<file path="config.mk">
export PLATFORM = sky130hd
export DESIGN_NAME = serial_add_seq
export DESIGN_NICKNAME = d
export VERILOG_FILES = /design/src/rtl/serial_add_seq.sv
export SDC_FILE = /design/constraint.sdc
export NUM_CORES = 1
export LEC_CHECK = 0
export CAP_MARGIN = 10
export CORE_MARGIN = 1
export CORE_UTILIZATION = 45
export CTS_CLUSTER_DIAMETER = 120
export DETAILED_ROUTE_END_ITERATION = 12
export PLACE_DENSITY = 0.73
export SYNTH_ARGS = -nofsm -noshare
export SYNTH_HDL_FRONTEND = slang
export SYNTH_SLANG_ARGS = --single-unit
export TNS_END_PERCENT = 50
</file>
<file path="constraint.sdc">
create_clock -name clk -period 8.6 [get_ports clk]
set_input_delay 1.29 -clock clk [delete_from_list [all_inputs] [get_ports clk]]
set_output_delay 1.29 -clock clk [all_outputs]
set_load 0.005 [all_outputs]
</file>
<file path="src/rtl/serial_add_seq.sv">
// Bit-serial adder/subtractor: one full adder, one bit per clock LSB first, WIDTH RUN cycles then a one-cycle DONE.
// Optional SERIAL_ADD_SEQ_ZERO_FLAG_EN adds a registered zero-result flag held alongside result.

module full_addr (
  input  logic a_i,
  input  logic b_i,
  input  logic c_i,
  output logic sum_o,
  output logic cout_o
);
  assign sum_o  = a_i ^ b_i ^ c_i;
  assign cout_o = (a_i & b_i) | (c_i & (a_i ^ b_i));
endmodule

module serial_add_seq #(
  parameter int WIDTH = 32
) (
  input  logic             clk,
  input  logic             rst,
  input  logic             start,
  input  logic             sub,
  input  logic [WIDTH-1:0] a,
  input  logic [WIDTH-1:0] b,
  output logic [WIDTH-1:0] result,
  output logic             cout,
  output logic             overflow,
  output logic             busy,
  output logic             done
`ifdef SERIAL_ADD_SEQ_ZERO_FLAG_EN
  ,
  output logic             zero
`endif
);

  localparam int CW = $clog2(WIDTH);

  typedef enum logic [1:0] {IDLE = 2'd0, RUN = 2'd1, DONE = 2'd2} state_t;

  state_t           state_q, state_d;
  logic [WIDTH-1:0] a_q, a_d;
  logic [WIDTH-1:0] b_q, b_d;
  logic [WIDTH-1:0] res_q, res_d;
  logic             carry_q, carry_d;
  logic             msb_cin_q, msb_cin_d;
  logic [CW-1:0]    cnt_q, cnt_d;
  logic             fa_sum, fa_cout;
  logic             last_bit;

  full_addr u_fa (
    .a_i    (a_q[0]),
    .b_i    (b_q[0]),
    .c_i    (carry_q),
    .sum_o  (fa_sum),
    .cout_o (fa_cout)
  );

  assign last_bit = (cnt_q == CW'(WIDTH - 1));

  // FSM state register
  always_ff @(posedge clk or posedge rst) begin
    if (rst) begin
      state_q <= IDLE;
    end else begin
      state_q <= state_d;
    end
  end

  // FSM next-state logic
  always_comb begin
    state_d = state_q;
    case (state_q)
      IDLE:    if (start) state_d = RUN;
      RUN:     if (last_bit) state_d = DONE;
      DONE:    state_d = IDLE;
      default: state_d = IDLE;
    endcase
  end

  // FSM outputs
  always_comb begin
    busy = 1'b0;
    done = 1'b0;
    case (state_q)
      RUN:     busy = 1'b1;
      DONE:    done = 1'b1;
      default: ;
    endcase
  end

  // Datapath next state; the counter holds on the last bit so it never wraps.
  always_comb begin
    a_d       = a_q;
    b_d       = b_q;
    res_d     = res_q;
    carry_d   = carry_q;
    msb_cin_d = msb_cin_q;
    cnt_d     = cnt_q;
    case (state_q)
      IDLE: begin
        if (start) begin
          a_d     = a;
          b_d     = sub ? ~b : b;
          carry_d = sub;
          cnt_d   = '0;
        end
      end
      RUN: begin
        a_d     = a_q >> 1;
        b_d     = b_q >> 1;
        res_d   = {fa_sum, res_q[WIDTH-1:1]};
        carry_d = fa_cout;
        if (last_bit) begin
          msb_cin_d = carry_q;
        end else begin
          cnt_d = cnt_q + CW'(1);
        end
      end
      default: ;
    endcase
  end

  always_ff @(posedge clk or posedge rst) begin
    if (rst) begin
      a_q       <= '0;
      b_q       <= '0;
      res_q     <= '0;
      carry_q   <= 1'b0;
      msb_cin_q <= 1'b0;
      cnt_q     <= '0;
    end else begin
      a_q       <= a_d;
      b_q       <= b_d;
      res_q     <= res_d;
      carry_q   <= carry_d;
      msb_cin_q <= msb_cin_d;
      cnt_q     <= cnt_d;
    end
  end

  // carry_q and msb_cin_q are untouched from DONE until the next accepted start.
  assign result   = res_q;
  assign cout     = carry_q;
  assign overflow = msb_cin_q ^ carry_q;

`ifdef SERIAL_ADD_SEQ_ZERO_FLAG_EN
  logic zero_q, zero_d;

  always_comb begin
    zero_d = zero_q;
    if (state_q == RUN && last_bit) begin
      zero_d = ({fa_sum, res_q[WIDTH-1:1]} == '0);
    end
  end

  always_ff @(posedge clk or posedge rst) begin
    if (rst) begin
      zero_q <= 1'b0;
    end else begin
      zero_q <= zero_d;
    end
  end

  assign zero = zero_q;
`endif

endmodule

</file>
=== Word-level counts from Yosys, hierarchy flattened ===
Index checks and enable logic that the tools add are counted.

* Memory bits (writable): 0
* Output and inout bits: 36
* Latch bits: 0
* Memories kept: 0
* Bits in read-only memories: 0
* Register bits: 105
* Bits of input ports: 68
* Logic and storage cells: 42

* Div/mod/pow operators: 0
* Shift operators: 0
* Eq/ne operators: 6
* $mul: 0
* Bitwise operators: 7
* $add $sub $neg: 1
* Reduce and logical (&&, ||, !) cells: 6
* $lt $le $gt $ge: 0
* Muxes and demuxes: 15

{| class="wikitable"
|+ Operator list
! cell !! count
|-
| 32-bit one-hot mux with 2 select lines || 2
|-
| 32-bit 2-to-1 mux || 3
|-
| 32-bit inverter || 1
|-
| 5-bit 2-to-1 mux || 2
|-
| 5-bit one-hot mux with 2 select lines || 1
|-
| 2-bit != test, second input constant || 3
|-
| 2-bit AND reduction || 3
|-
| 5-bit by 1-bit adder with 5-bit output, second input constant || 1
|-
| 5-bit equality test, second input constant || 1
|-
| 2-bit 2-to-1 mux || 2
|-
| 2-bit one-hot mux with 2 select lines || 1
|-
| 1-bit 2-to-1 mux || 3
|-
| 3-bit AND reduction || 1
|-
| 1-bit XOR || 3
|-
| 1-bit AND || 2
|-
| 2-bit by 1-bit equality test with 1-bit output, second input constant || 1
|-
| 2-bit equality test, second input constant || 1
|-
| 2-bit zero test || 1
|-
| 1-bit one-hot mux with 2 select lines || 1
|-
| 2-bit nonzero test || 1
|-
| 1-bit bitwise OR || 1
|}

=== Logic depth before layout (Yosys ltp) ===
* Depth after elaboration: 4
* Mapped depth: 6
* Mapped depth without buffers: 6

=== Modules after synthesis ===
From an unflattened synthesis, not the netlist that was laid out.

* Cell total of the unflattened synthesis: 469
* Area, all modules: 5218.8 µm²

{| class="wikitable"
|+ By module, submodules not included
! module !! seq. area each (µm²) !! times used !! area an instance (µm²) !! cells each
|-
| serial_add_seq || 2627.5 || 1 || 5198.7 || 468
|-
| full_addr || 0.0 || 1 || 20.0 || 1
|}

=== Worst setup path after synthesis ===
Ideal clock, no wire load.

* Kind: register to output
* From: reg state_q[1]
* To: out done
* Data required time: 7310 ps
* Path buffers: 3
* Slack: 6256 ps
* Stages on the path, launching flop included: 5
* Arrival: 1054 ps
* Path through: dfrtp_1 -> buf_6 -> buf_2 -> buf_1 -> nor2b_1

* Longest elaborated chain between the ends: 2

{| class="wikitable"
|+ Ends and longest elaborated chain
! what !! RTL line !! source
|-
| start, declared || 39 || <nowiki>state_t state_q, state_d;</nowiki>
|-
| start signal, assigned || 64 || <nowiki>state_q <= state_d;</nowiki>
|-
| 2-bit equality test || 83 || <nowiki>case (state_q)</nowiki>
|-
| 1-bit 2-to-1 mux || 83 ||
|-
| end, declared || 28 || <nowiki>output logic done</nowiki>
|}

No other way between the ends.

=== Worst setup path in the final report ===
Ends and elaborated chain as after synthesis.

==> impl_metrics.json <==
{
  "drive_above_1_share_pct": 11.57,
  "yosys.area_share.simple_pct": 9.978,
  "cp_max_fo": 72,
  "antenna_found_initial": 0,
  "dp.cells": 677,
  "worstMarginPinSlew_ns": 1.090,
  "hp-class": "flop to flop",
  "p_per_area_nw_per_um2": 307.7,
  "synthToLayoutAreaGrowth_pct": 25.14,
  "critPathRequiredTime_ns": 7.31,
  "synthAdderAreaFrac_pct": 0.8935,
  "yosysUniqueCellTypes": 31,
  "synth_top_family_by_area": "compound AO/OA/AOI/OAI gates",
  "combPwrFrac_pct": 39.5,
  "yosysSeqAreaShare_pct": 52.12,
  "rsz0062_at_grt": "no",
  "min_period_over_period_pct": 39.07,
  "port_buffers": 103,
  "die_h_um": 107.8,
  "grt_max_degree": 73,
  "final_nets": 619,
  "post_cts_buffers": 0,
  "synth-xor-area-share_pct": 5.733,
  "setup_tns_ns": 0,
  "final_common_cell": "dfrtp_1",
  "ios": 104,
  "peakVddDrop_mv": 0.2936,
  "cts_buffer_depth": 2,
  "ys_warn_count": 0,
  "die_w_um": 107.8,
  "netSwitchingFraction_pct": 33.27,
  "diodes": 0,
  "power_leakage_nw": 2.552,
  "final_cell_mix": "103 x dfrtp_1, 102 x clkdlybuf4s50_1, 54 x nand2_1",
  "ant_nets": 0,
  "ys_ff_latch": 105,
  "grt_first_pass_wirelength_um": 17720,
  "core-area_sq_um": 10890,
  "gp_congestion": 0.7912,
  "clock_power_share_pct": 16.1,
  "hold_viol_final": 0,
  "clock.fmax_mhz": 297.6,
  "wl_per_cell_um": 15.46,
  "status": "finished clean",
  "drcViolationCount": 0,
  "max_stage_delay_ns": 0.60,
  "drv_cap": 0,
  "setup_violations": 0,
  "die-area_sq_um": 11630,
  "syn_area_sq_um": 5041,
  "tritoncts": "done",
  "p_sw_uw": 645.9,
  "postCtsHoldBufs": 0,
  "num_vias": 3778,
  "slew_violations": 0,
  "grt_overflow_total": 0,
  "avgSynthCellArea_sq_um": 10.75,
  "grtUsageTotal_pct": 19.37,
  "avgViaCountPerCell": 5.452,
  "floorplan.initialDensity_pct": 46.30,
  "cts.repair.resized": 0,
  "clock_tree.root_cell": "clkbuf_8",
  "placementRows": 38,
  "crit_chain": "buf_4, nor2b_1, clkdlybuf4s50_1",
  "period_needed_ns": 3.360,
  "cts_buffers": 9,
  "syn_nets": 540,
  "clk_latency_ns": 0.36,
  "drt_iter0_drc": 273,
  "synth_cells": 469,
  "fin_skew_ns": 0.01078,
  "critPathCaptureType": "output port",
  "h-tree-depth": 3,
  "seqPwrFrac_pct": 44.4,
  "slowest_stage": "buf_4",
  "grt_pass1_vias": 3683,
  "hpwl_um": 6749,
  "final_cells": 693,
  "slew_headroom_pct": 27.36,
  "start_kind": "flop",
  "synth_compound_area_share_pct": 18.89,
  "cts.sinks": 105,
  "worst_ep_arrival_time_ns": 2.07,
  "crit_type": "flop to output port",
  "dr.pass1.iters": 4,
  "synth.area.mux_share_pct": 8.017,
  "clk_pin_slew_ns": 0.10,
  "intPower_mw": 1.295,
  "routed_wl_um": 10710
}
-- worst paths after layout --
| check | from | slack, ns | end | depth (start not counted) |
|---|---|---|---|---|
| worst max-delay path | state_q[1]$_DFFE_PP0P_ | 5.24 | done | 3 |
| worst min-delay path | b_q[3]$_DFFE_PP0P_ | 0.50 | b_q[3]$_DFFE_PP0P_ | 2 |
| max in group asynchronous | rst | 6.10 | state_q[0]$_DFFE_PP0P_ | 3 |
| worst max register to register | state_q[0]$_DFFE_PP0P_ | 5.93 | b_q[30]$_DFFE_PP0P_ | 4 |
| worst min register to register | b_q[3]$_DFFE_PP0P_ | 0.50 | b_q[3]$_DFFE_PP0P_ | 2 |
| min in group asynchronous | rst | 1.36 | result[10]$_DFFE_PP0P_ | 2 |
-- per-stage QoR --
step / setup WS (ns) / util, % / power (mW) / instance area, sq um / hold WS (ns)
final: 5.240 / 57.94 / 1.941 / 6309 / 0.4964
after CTS: 5.247 / 57.94 / 1.960 / 6309 / 0.4976
after detailed placement: 4.990 / 56.07 / 1.646 / 6105 / 0.4730
after global placement: 5.074 / 56.07 / 1.606 / 6105 / 0.4692
after floorplan: 4.549 / - / 1.343 / 5041 / 0.4557
after global routing: 5.112 / 57.94 / 2.079 / 6309 / 0.5127
-- synthesized netlist by cell type --
master / instances / area share, %
dfrtp_1: 105 / 52
xnor2_1: 31 / 5.4
nor2_1: 3 / 0.22
inv_1: 6 / 0.45
xor2_1: 2 / 0.35
o32ai_1: 4 / 0.69
a21oi_1: 34 / 3.4
ha_1: 2 / 0.50
o21bai_2: 1 / 0.22
buf_2: 23 / 2.3
o211ai_1: 1 / 0.15
nand2_1: 54 / 4.0
and2_1: 1 / 0.12
and3_1: 1 / 0.12
o21ai_0: 34 / 3.4
a22o_1: 3 / 0.52
mux2i_1: 1 / 0.20
a21o_1: 1 / 0.15
buf_6: 2 / 0.45
buf_1: 1 / 0.074
a22oi_1: 33 / 4.9
fa_1: 1 / 0.40
nand3_1: 1 / 0.099
nand2b_1: 3 / 0.37
or3b_1: 1 / 0.17
mux2_2: 35 / 7.8
clkbuf_1: 15 / 1.1
nor2b_1: 39 / 4.8
a211oi_1: 1 / 0.15
a221o_1: 5 / 0.99
o221ai_1: 25 / 4.3
-- critical path: cells and delay by family (launching register included) --
kind	cells	cell delay, ns
buffers and inverters	2	1.10
flip-flops	1	0.35
AND/OR/NAND/NOR	1	0.21
-- area by class of cell --
class / instances / area, sq um
multi-input combinational: 317 / 2203
sequential: 105 / 2630
clock buffer: 10 / 137.6
fill: 932 / 4579
clock inverter: 6 / 66.31
tap: 140 / 175.2
timing repair buffer: 109 / 1071
inverter: 6 / 25.02
-- metal layers --
layer | global-route usage [%] | routed length [um] | part of all wire [%]
met3 | 4.237 | 586 | 5.5
met5 | 0 | 0 | 0
met4 | 4.599 | 86 | 0.80
met1 | 27.09 | 5063 | 47
met2 | 30.63 | 4975 | 46
-- cells by family after synthesis --
group / after synthesis
compound gates: 142
xor+xnor: 33
fa+ha+maj: 3
buf+inv: 47
flops: 105
mux: 36
simple gates: 103
-- power groups by stage --
stage | combinational [mW] | clock, mW | sequential (mW)
floorplan | 0.512 | 0 | 0.831
global placement | 0.748 | 0 | 0.858
detailed placement | 0.778 | 0 | 0.868
CTS | 0.777 | 0.323 | 0.860
global route | 0.847 | 0.342 | 0.890
finish | 0.767 | 0.313 | 0.861
-- flip-flops by register name, summed over array words and instances (netlist names) --
| register | count |
|---|---|
| a_q | 32 |
| b_q | 32 |
| cnt_q | 5 |
| cout | 1 |
| msb_cin_q | 1 |
| result | 32 |
| state_q | 2 |
No activity file was read; power rests on OpenSTA's default activity.
